$ cat src/rtl/fpadd_pkg.sv
// Shared types and helpers for the FP adder scheduler: IEEE-754 single
// precision field view, result classification flags and scheduler states.
package fpadd_pkg;

  localparam logic [7:0] EXP_MAX = 8'hFF;

  typedef struct packed {
    logic        sign;
    logic [7:0]  exp;
    logic [22:0] mant;
  } float32_t;

  typedef struct packed {
    logic nan;
    logic inf;
    logic zero;
  } fpflags_t;

  typedef enum logic [1:0] {
    IDLE = 2'd0,
    EXEC = 2'd1,
    DONE = 2'd2
  } sched_state_e;

  // Classify a single-precision word. Subnormals deliberately set no flag.
  function automatic fpflags_t classify(input float32_t f);
    fpflags_t r;
    r.nan  = (f.exp == EXP_MAX) && (f.mant != '0);
    r.inf  = (f.exp == EXP_MAX) && (f.mant == '0);
    r.zero = (f.exp == 8'd0)    && (f.mant == '0);
    return r;
  endfunction

endpackage

$ cat src/rtl/rr_arbiter.sv
// Combinational round-robin arbiter: grants the first asserted request
// found when searching upward from last+1, wrapping modulo N. The pointer
// itself is owned by the instantiating block.
module rr_arbiter #(
  parameter int N = 4
) (
  input  logic [N-1:0]         req,
  input  logic [$clog2(N)-1:0] last,
  output logic                 grant_valid,
  output logic [$clog2(N)-1:0] grant_idx
);

  localparam int IW = $clog2(N);

  logic [IW-1:0] w_idx;

  // Walk the N candidate slots starting just after the previous winner.
  always_comb begin
    grant_valid = 1'b0;
    grant_idx   = '0;
    w_idx       = '0;
    for (int k = 1; k <= N; k++) begin
      w_idx = IW'((int'(last) + k) % N);
      if (!grant_valid && req[w_idx]) begin
        grant_valid = 1'b1;
        grant_idx   = w_idx;
      end
    end
  end

endmodule

$ cat src/rtl/fpadd_scheduler.sv
// Time-shares one combinational FP adder datapath among NREQ requesters.
// A round-robin winner's operands are registered onto the adder, held for
// EXEC_CYCLES cycles, and the sum is returned on a tagged response port
// with back-pressure. Exactly one operation is in flight at a time.
module fpadd_scheduler
  import fpadd_pkg::*;
#(
  parameter int NREQ        = 4,
  parameter int EXEC_CYCLES = 2
) (
  input  logic                    clk,
  input  logic                    rst_n,
  input  logic [NREQ-1:0]         req_valid,
  output logic [NREQ-1:0]         req_ready,
  input  logic [NREQ*32-1:0]      req_a,
  input  logic [NREQ*32-1:0]      req_b,
  output logic [31:0]             fa_a,
  output logic [31:0]             fa_b,
  input  logic [31:0]             fa_result,
  output logic                    rsp_valid,
  input  logic                    rsp_ready,
  output logic [$clog2(NREQ)-1:0] rsp_id,
  output logic [31:0]             rsp_result,
  output logic [2:0]              rsp_flags
);

  localparam int IW = $clog2(NREQ);
  localparam int CW = 4;

  localparam logic [1:0] ST_IDLE = 2'(IDLE);
  localparam logic [1:0] ST_EXEC = 2'(EXEC);
  localparam logic [1:0] ST_DONE = 2'(DONE);

  logic [1:0]      r_state;
  logic [IW-1:0]   r_last;
  logic [CW-1:0]   r_cnt;
  logic [31:0]     r_fa_a;
  logic [31:0]     r_fa_b;
  logic [IW-1:0]   r_id;
  logic [31:0]     r_result;
  fpflags_t        r_flags;

  logic            w_gvalid;
  logic [IW-1:0]   w_gidx;
  logic [NREQ-1:0] w_ready;
  logic            w_accept;
  logic [31:0]     w_op_a;
  logic [31:0]     w_op_b;

  rr_arbiter #(
    .N (NREQ)
  ) u_arb (
    .req         (req_valid),
    .last        (r_last),
    .grant_valid (w_gvalid),
    .grant_idx   (w_gidx)
  );

  // Ready goes only to the arbitration winner, only in IDLE and out of reset.
  always_comb begin
    w_ready = '0;
    if (rst_n && (r_state == ST_IDLE) && w_gvalid) begin
      w_ready[w_gidx] = 1'b1;
    end
  end

  assign req_ready = w_ready;
  assign w_accept  = |(req_valid & w_ready);

  // Operand mux selecting the winner's A/B words.
  always_comb begin
    w_op_a = '0;
    w_op_b = '0;
    for (int i = 0; i < NREQ; i++) begin
      if (w_gidx == IW'(i)) begin
        w_op_a = req_a[i*32 +: 32];
        w_op_b = req_b[i*32 +: 32];
      end
    end
  end

  // Scheduler FSM: accept, hold operands for the execution window, then
  // present the captured result until the consumer takes it.
  always_ff @(posedge clk) begin
    if (!rst_n) begin
      r_state  <= ST_IDLE;
      r_last   <= IW'(NREQ - 1);
      r_cnt    <= '0;
      r_fa_a   <= '0;
      r_fa_b   <= '0;
      r_id     <= '0;
      r_result <= '0;
      r_flags  <= '0;
    end else begin
      case (r_state)
        ST_IDLE: begin
          if (w_accept) begin
            r_fa_a  <= w_op_a;
            r_fa_b  <= w_op_b;
            r_id    <= w_gidx;
            r_last  <= w_gidx;
            r_cnt   <= CW'(EXEC_CYCLES - 1);
            r_state <= ST_EXEC;
          end
        end
        ST_EXEC: begin
          if (r_cnt == '0) begin
            r_result <= fa_result;
            r_flags  <= classify(float32_t'(fa_result));
            r_state  <= ST_DONE;
          end else begin
            r_cnt <= r_cnt - 1'b1;
          end
        end
        ST_DONE: begin
          if (rsp_ready) begin
            r_state <= ST_IDLE;
          end
        end
        default: r_state <= ST_IDLE;
      endcase
    end
  end

  assign fa_a       = r_fa_a;
  assign fa_b       = r_fa_b;
  assign rsp_valid  = (r_state == ST_DONE);
  assign rsp_id     = r_id;
  assign rsp_result = r_result;
  assign rsp_flags  = r_flags;

endmodule

$ cat config.mk
export PLATFORM = sky130hd
export DESIGN_NAME = fpadd_scheduler
export DESIGN_NICKNAME = d
export VERILOG_FILES = /design/src/rtl/fpadd_pkg.sv /design/src/rtl/rr_arbiter.sv /design/src/rtl/fpadd_scheduler.sv
export SDC_FILE = /design/constraint.sdc
export NUM_CORES = 1
export LEC_CHECK = 0
export BUFFER_PORTS_ARGS = -buffer_cell sky130_fd_sc_hd__clkbuf_2
export CAP_MARGIN = 15
export CORE_AREA = 4 4 156 158
export CTS_BUF_LIST = sky130_fd_sc_hd__clkbuf_8
export DETAILED_ROUTE_END_ITERATION = 6
export DIE_AREA = 0 0 160 162
export HOLD_SLACK_MARGIN = 0.03
export SLEW_MARGIN = 20
export SYNTH_ARGS = -nofsm -noshare
export SYNTH_HDL_FRONTEND = slang
export SYNTH_HIERARCHICAL = 1
export SYNTH_SLANG_ARGS = --single-unit
$ cat constraint.sdc
create_clock -name clk -period 7.1 [get_ports clk]
set_input_delay 1.42 -clock clk [delete_from_list [all_inputs] [get_ports clk]]
set_output_delay 1.42 -clock clk [all_outputs]
set_load 0.005 [all_outputs]
# == Word level (Yosys, flattened, before mapping) ==
# Index checks and enable logic that the tools add are counted.
# word_totals
output_inout_bits,106
ff_bits,109
inputBits,295
# op_classes
n_addsub,5
eq_ne,10
bitwise,1
mux,34
n_lt_le_gt_ge,6
reduce_logical,24
# ops
op,count
32-bit 2-to-1 mux,8
23-bit zero test,1
23-bit nonzero test,1
"2-bit by 3-bit less-than comparator with 1-bit output, second input constant",5
2-bit 2-to-1 mux,7
4-bit 2-to-1 mux,3
1-bit logical AND,9
1-bit 2-to-1 mux,9
1-bit binary-select mux with 2-bit select,4
"8-bit equality test, second input constant",1
8-bit zero test,1
4-bit one-hot mux with 2 select lines,1
"2-bit equality test, second input constant",3
"2-bit != test, second input constant",3
2-bit one-hot mux with 3 select lines,1
3-bit AND reduction,2
"2-bit by 1-bit adder with 2-bit output, second input constant",2
"2-bit adder, second input constant",2
4-bit AND,1
"2-bit by 1-bit equality test with 1-bit output, second input constant",2
2-bit zero test,2
4-bit zero test,1
2-bit AND reduction,2
4-bit OR reduction,1
other kinds (6),8

# == Depth between registers and ports, before layout ==
# depth
depth_word,22
ltp_mapped,11
mapped_depth_nobuf,7

# == Modules after synthesis ==
# The synthesis kept the hierarchy.
# modules_own_cells
module,area_per_inst_um2,cells_each,n_inst
fpadd_scheduler,5788.1,604,1
rr_arbiter,91.3,14,1

# == Least setup slack after synthesis ==
# Ideal clock, no wire load.
# synth_path
path_type,input to output
start,input req_valid[0]
end,output req_ready[3]
setup_slack_ps,3219
path_buffers,3
t_arrival_ps,2461
stages,7
required_ps,5680
path_cell_list,a21oi_1 > a31oi_1 > a21oi_1 > clkbuf_1 > buf_2 > buf_2 > and3_1
# synth_via
elab_chain_len,17
word_cells_on_any_way,29
classes_between,2 x order compare; 19 x mux; 8 x reduce/logical
# synth_lines
item,line_no,source
from (decl),fpadd_scheduler.sv:13,"input logic [NREQ-1:0] req_valid,"
1-bit binary-select mux with 2-bit select,rr_arbiter.sv:24,if (!grant_valid && req[w_idx]) begin
1-bit 2-to-1 mux (not written as such),rr_arbiter.sv:24,
1-bit 2-to-1 mux,rr_arbiter.sv:24,
1-bit zero test,rr_arbiter.sv:24,
1-bit logical AND,rr_arbiter.sv:24,
1-bit 2-to-1 mux,rr_arbiter.sv:24,
1-bit zero test,rr_arbiter.sv:24,
1-bit logical AND,rr_arbiter.sv:24,
[2 not listed],-,
1-bit logical AND,rr_arbiter.sv:24,
2-bit 2-to-1 mux *,rr_arbiter.sv:24,
net w_gidx[1],fpadd_scheduler.sv:44,logic [IW-1:0] w_gidx;
2-bit by 3-bit less-than comparator with 1-bit output (not written as such) / 2-bit by 1-bit greater-or-equal comparator with 1-bit output (equally long branches),fpadd_scheduler.sv:63,w_ready[w_gidx] = 1'b1;
1-bit logical AND (not written as such),fpadd_scheduler.sv:63,
1-bit 2-to-1 mux (not written as such),fpadd_scheduler.sv:63,
1-bit demux with 2-bit select *,fpadd_scheduler.sv:63,
4-bit 2-to-1 mux *,fpadd_scheduler.sv:62,if (rst_n && (r_state == ST_IDLE) && w_gvalid) begin
to (decl),fpadd_scheduler.sv:14,"output logic [NREQ-1:0] req_ready,"
# Mark *: on every way through the listed nets, which the timed path passes. The rest lies on a longest branch. The select of a mux whose other input is x is not followed.

# == Worst setup path in the final report ==
# layout_path
start,input req_valid[2]
end,output req_ready[1]
# The elaborated chain is that of the path after synthesis.

==> impl_metrics.env <==
export IMPL_max_vdd_ir_drop_v=0.0000857
export IMPL_end_kind="primary output"
export IMPL_p_per_area_nw_per_um2=203
export IMPL_routed_via_count=6367
export IMPL_fmax_mhz=238
export IMPL_crit_type="primary input to primary output"
export IMPL_postPlaceCellArea_um2=8030
export IMPL_grt_max_degree=72
export IMPL_cts_htree_levels=3
export IMPL_crit_arrival_ns=2.78
export IMPL_initialDrtViolationCount=477
export IMPL_clock_path_buffers=2
export IMPL_drv_slew=0
export IMPL_multiInputGateArea_um2=3410
export IMPL_p_leak_nw=3.58
export IMPL_rows=56
export IMPL_worstPathCellList="clkbuf_2 -> and2b_1 -> a21oi_2 -> o221ai_4 -> and3_1 -> clkbuf_2"
export IMPL_die_width_um=160
export IMPL_critPathMaxStageDelay_ns=0.57
export IMPL_wl_met1_um=8880
export IMPL_cts_tree="yes"
export IMPL_syn2layout_area_growth_pct=40.0
export IMPL_synth_distinct_cells=43
export IMPL_crit_top_cell="clkbuf_2"
export IMPL_met3_length_um=2020
export IMPL_cts_resized=0
export IMPL_antenna_found_initial=3
export IMPL_final_setup_skew_ns=0.00956
export IMPL_final_area_um2=8230
export IMPL_wl_met2_um=12200
export IMPL_layout_commonest_cell="clkbuf_2"
export IMPL_setup_tns_ns=0
export IMPL_initial_core_util_pct=25.4
export IMPL_grt_pass1_vias=6470
export IMPL_boundaryPins=401
export IMPL_start_kind="primary input"
export IMPL_port_buffers=400
export IMPL_ys_ff_latch=109
export IMPL_dp_cells=1249
export IMPL_grt_pass1_wl_um=35900
export IMPL_postCtsSetupBuffers=0
export IMPL_worstMarginPinSlew_ns=0.933
export IMPL_final_cell_mix="400 x clkbuf_2, 109 x dfxtp_1, 102 x a21oi_1"
export IMPL_fp_dieH_um=162
export IMPL_critPathRequiredTime_ns=5.68
export IMPL_clk_pin_slew_worst_paths_ns=0.10
export IMPL_dieArea_um2=25900
export IMPL_status="completed"
export IMPL_p_total_w=0.00167
export IMPL_final_util_pct=35.6
export IMPL_topRoutingLayerUsed="met5"
export IMPL_layout_nets=1266
export IMPL_place_congestion=0.811
export IMPL_hold_class="flip-flop to flip-flop"
export IMPL_netlist_instances=618
export IMPL_synthArstFlopShare_pct=0
export IMPL_hold_viol=0
export IMPL_ctsHoldBuffers=0
export IMPL_finalCriticalPeriod_ns=4.20
export IMPL_period_share_pct=59.2
export IMPL_drv_cap=0
export IMPL_synth_cell_area_um2=5880
export IMPL_grtUsageTotal_pct=17.3
export IMPL_root_buffer="clkbuf_8"
export IMPL_synth_ff_type="dfxtp_1"
export IMPL_cts_sinks=109
export IMPL_cts_buffers=9
export IMPL_final_antenna_net_count=0
export IMPL_ys_warn_count=6
export IMPL_yosysSeqAreaShare_pct=37.1
export IMPL_nFillCells=2446
export IMPL_viasPerCell=5.03
export IMPL_drive_above_1_share_pct=51.0
export IMPL_report_final_setup_viol=0
export IMPL_place_hpwl_um=17700
export IMPL_drt_total_wl_um=23400
export IMPL_first_pass_iters=4
export IMPL_final_cells=1267
export IMPL_synth_edff_count=0
export IMPL_post_drt_wl_per_cell_um=18.5
export IMPL_crit_family="compound AO/OA/AOI/OAI gates"
export IMPL_cp_max_fo=17
export IMPL_grt_overflow=0
export IMPL_syn_avg_cell_area_um2=9.51
export IMPL_rsz0062_at_grt="false"
export IMPL_syn_nets=914
export IMPL_crit_buf_inv=2
export IMPL_regArea_um2=2180
export IMPL_core_area_um2=23100
export IMPL_drc_errors=0
export IMPL_crit_slowest_cell="o221ai_4"
export IMPL_relSlewSlack_pct=37.8
export IMPL_insertion_delay_ns=0.37
[sequential cells by signal, indices dropped and copies added, names as in the netlist]
name / cells
rsp_id: 2
r_cnt: 4
r_last: 2
r_state: 2
rsp_result: 32
fa_a: 32
rsp_flags: 3
fa_b: 32
[power breakdown]
part / total (W) / leakage [nW] / internal (W) / switching (W)
Sequential: 0.000708 / 0.887 / 0.000673 / 0.0000354
Clock: 0.000396 / 0.105 / 0.000173 / 0.000223
Combinational: 0.000565 / 2.59 / 0.000286 / 0.000280
Total: 0.00167 / 3.58 / 0.00113 / 0.000539
[layout make-up]
type,count,share of cell area [%]
multi-input combinational,439,41.5
sequential,109,26.5
timing repair buffer,406,24.9
tap,290,4.41
clock buffer,10,1.67
clock inverter,6,0.760
inverter,5,0.243
antenna,2,0.0608
[synthesized netlist by cell type (2+ instances only)]
master,n,share of area [%]
dfxtp_1,109,37
nor2_1,8,0.51
nand3_1,73,6.2
nor3_1,5,0.43
nand4_1,4,0.43
buf_2,20,1.7
buf_6,4,0.77
and2b_1,2,0.26
nand2_1,73,4.7
and3_1,4,0.43
nand4b_1,3,0.45
buf_4,3,0.38
nor4_1,6,0.64
inv_1,4,0.26
mux4_2,64,25
a31oi_1,3,0.32
clkbuf_1,33,2.1
clkbuf_2,5,0.43
a21oi_1,103,8.8
o21ai_1,11,0.94
nand2b_1,6,0.64
o21ai_0,54,4.6
[stage by stage]
stage,hold slack (ns),setup slack [ns]
after detailed placement,0.447,2.58
after CTS,0.462,2.89
after floorplan,0.453,3.22
after global placement,0.442,2.62
after global routing,0.478,2.73
final,0.460,2.90
[worst min-delay path: cells and delay by family (launching register included)]
family	cells	cell delay, ns
AND/OR/NAND/NOR	1	0.05
flip-flops	1	0.32
AO/OA/AOI/OAI	1	0.05
[metal layers]
layer  vias to the layer above  global-route usage (%)
met5                         -                       0
met3                        19                    6.19
li1                       3012                       -
met4                         2                    3.95
met2                       262                    30.7
met1                      3072                    20.0
[worst paths after layout]
path                                      from        endpoint  slack [ns]  depth (start not counted)
worst min register to register  rsp_result[19]  rsp_result[19]        0.46                          2
worst min-delay path            rsp_result[19]  rsp_result[19]        0.46                          2
worst max register to register       r_last[1]        fa_a[22]        3.74                          8
worst max-delay path              req_valid[2]    req_ready[1]        2.90                          6
[kinds of logic (layout without fill, tap and decap cells)]
kind of cell / count (synthesis) / after routing / share of synthesized area, %
AO/OA/AOI/OAI: 179 / 179 / 15.9
adder cells (fa/ha/maj): 1 / 1 / 0.213
buffers and inverters: 70 / 427 / 5.70
flip-flops: 109 / 109 / 37.1
multiplexers: 67 / 67 / 25.1
other: 0 / 2 / 0
AND/OR/NAND/NOR: 192 / 192 / 16.0
No activity file was read; power rests on OpenSTA's default activity.
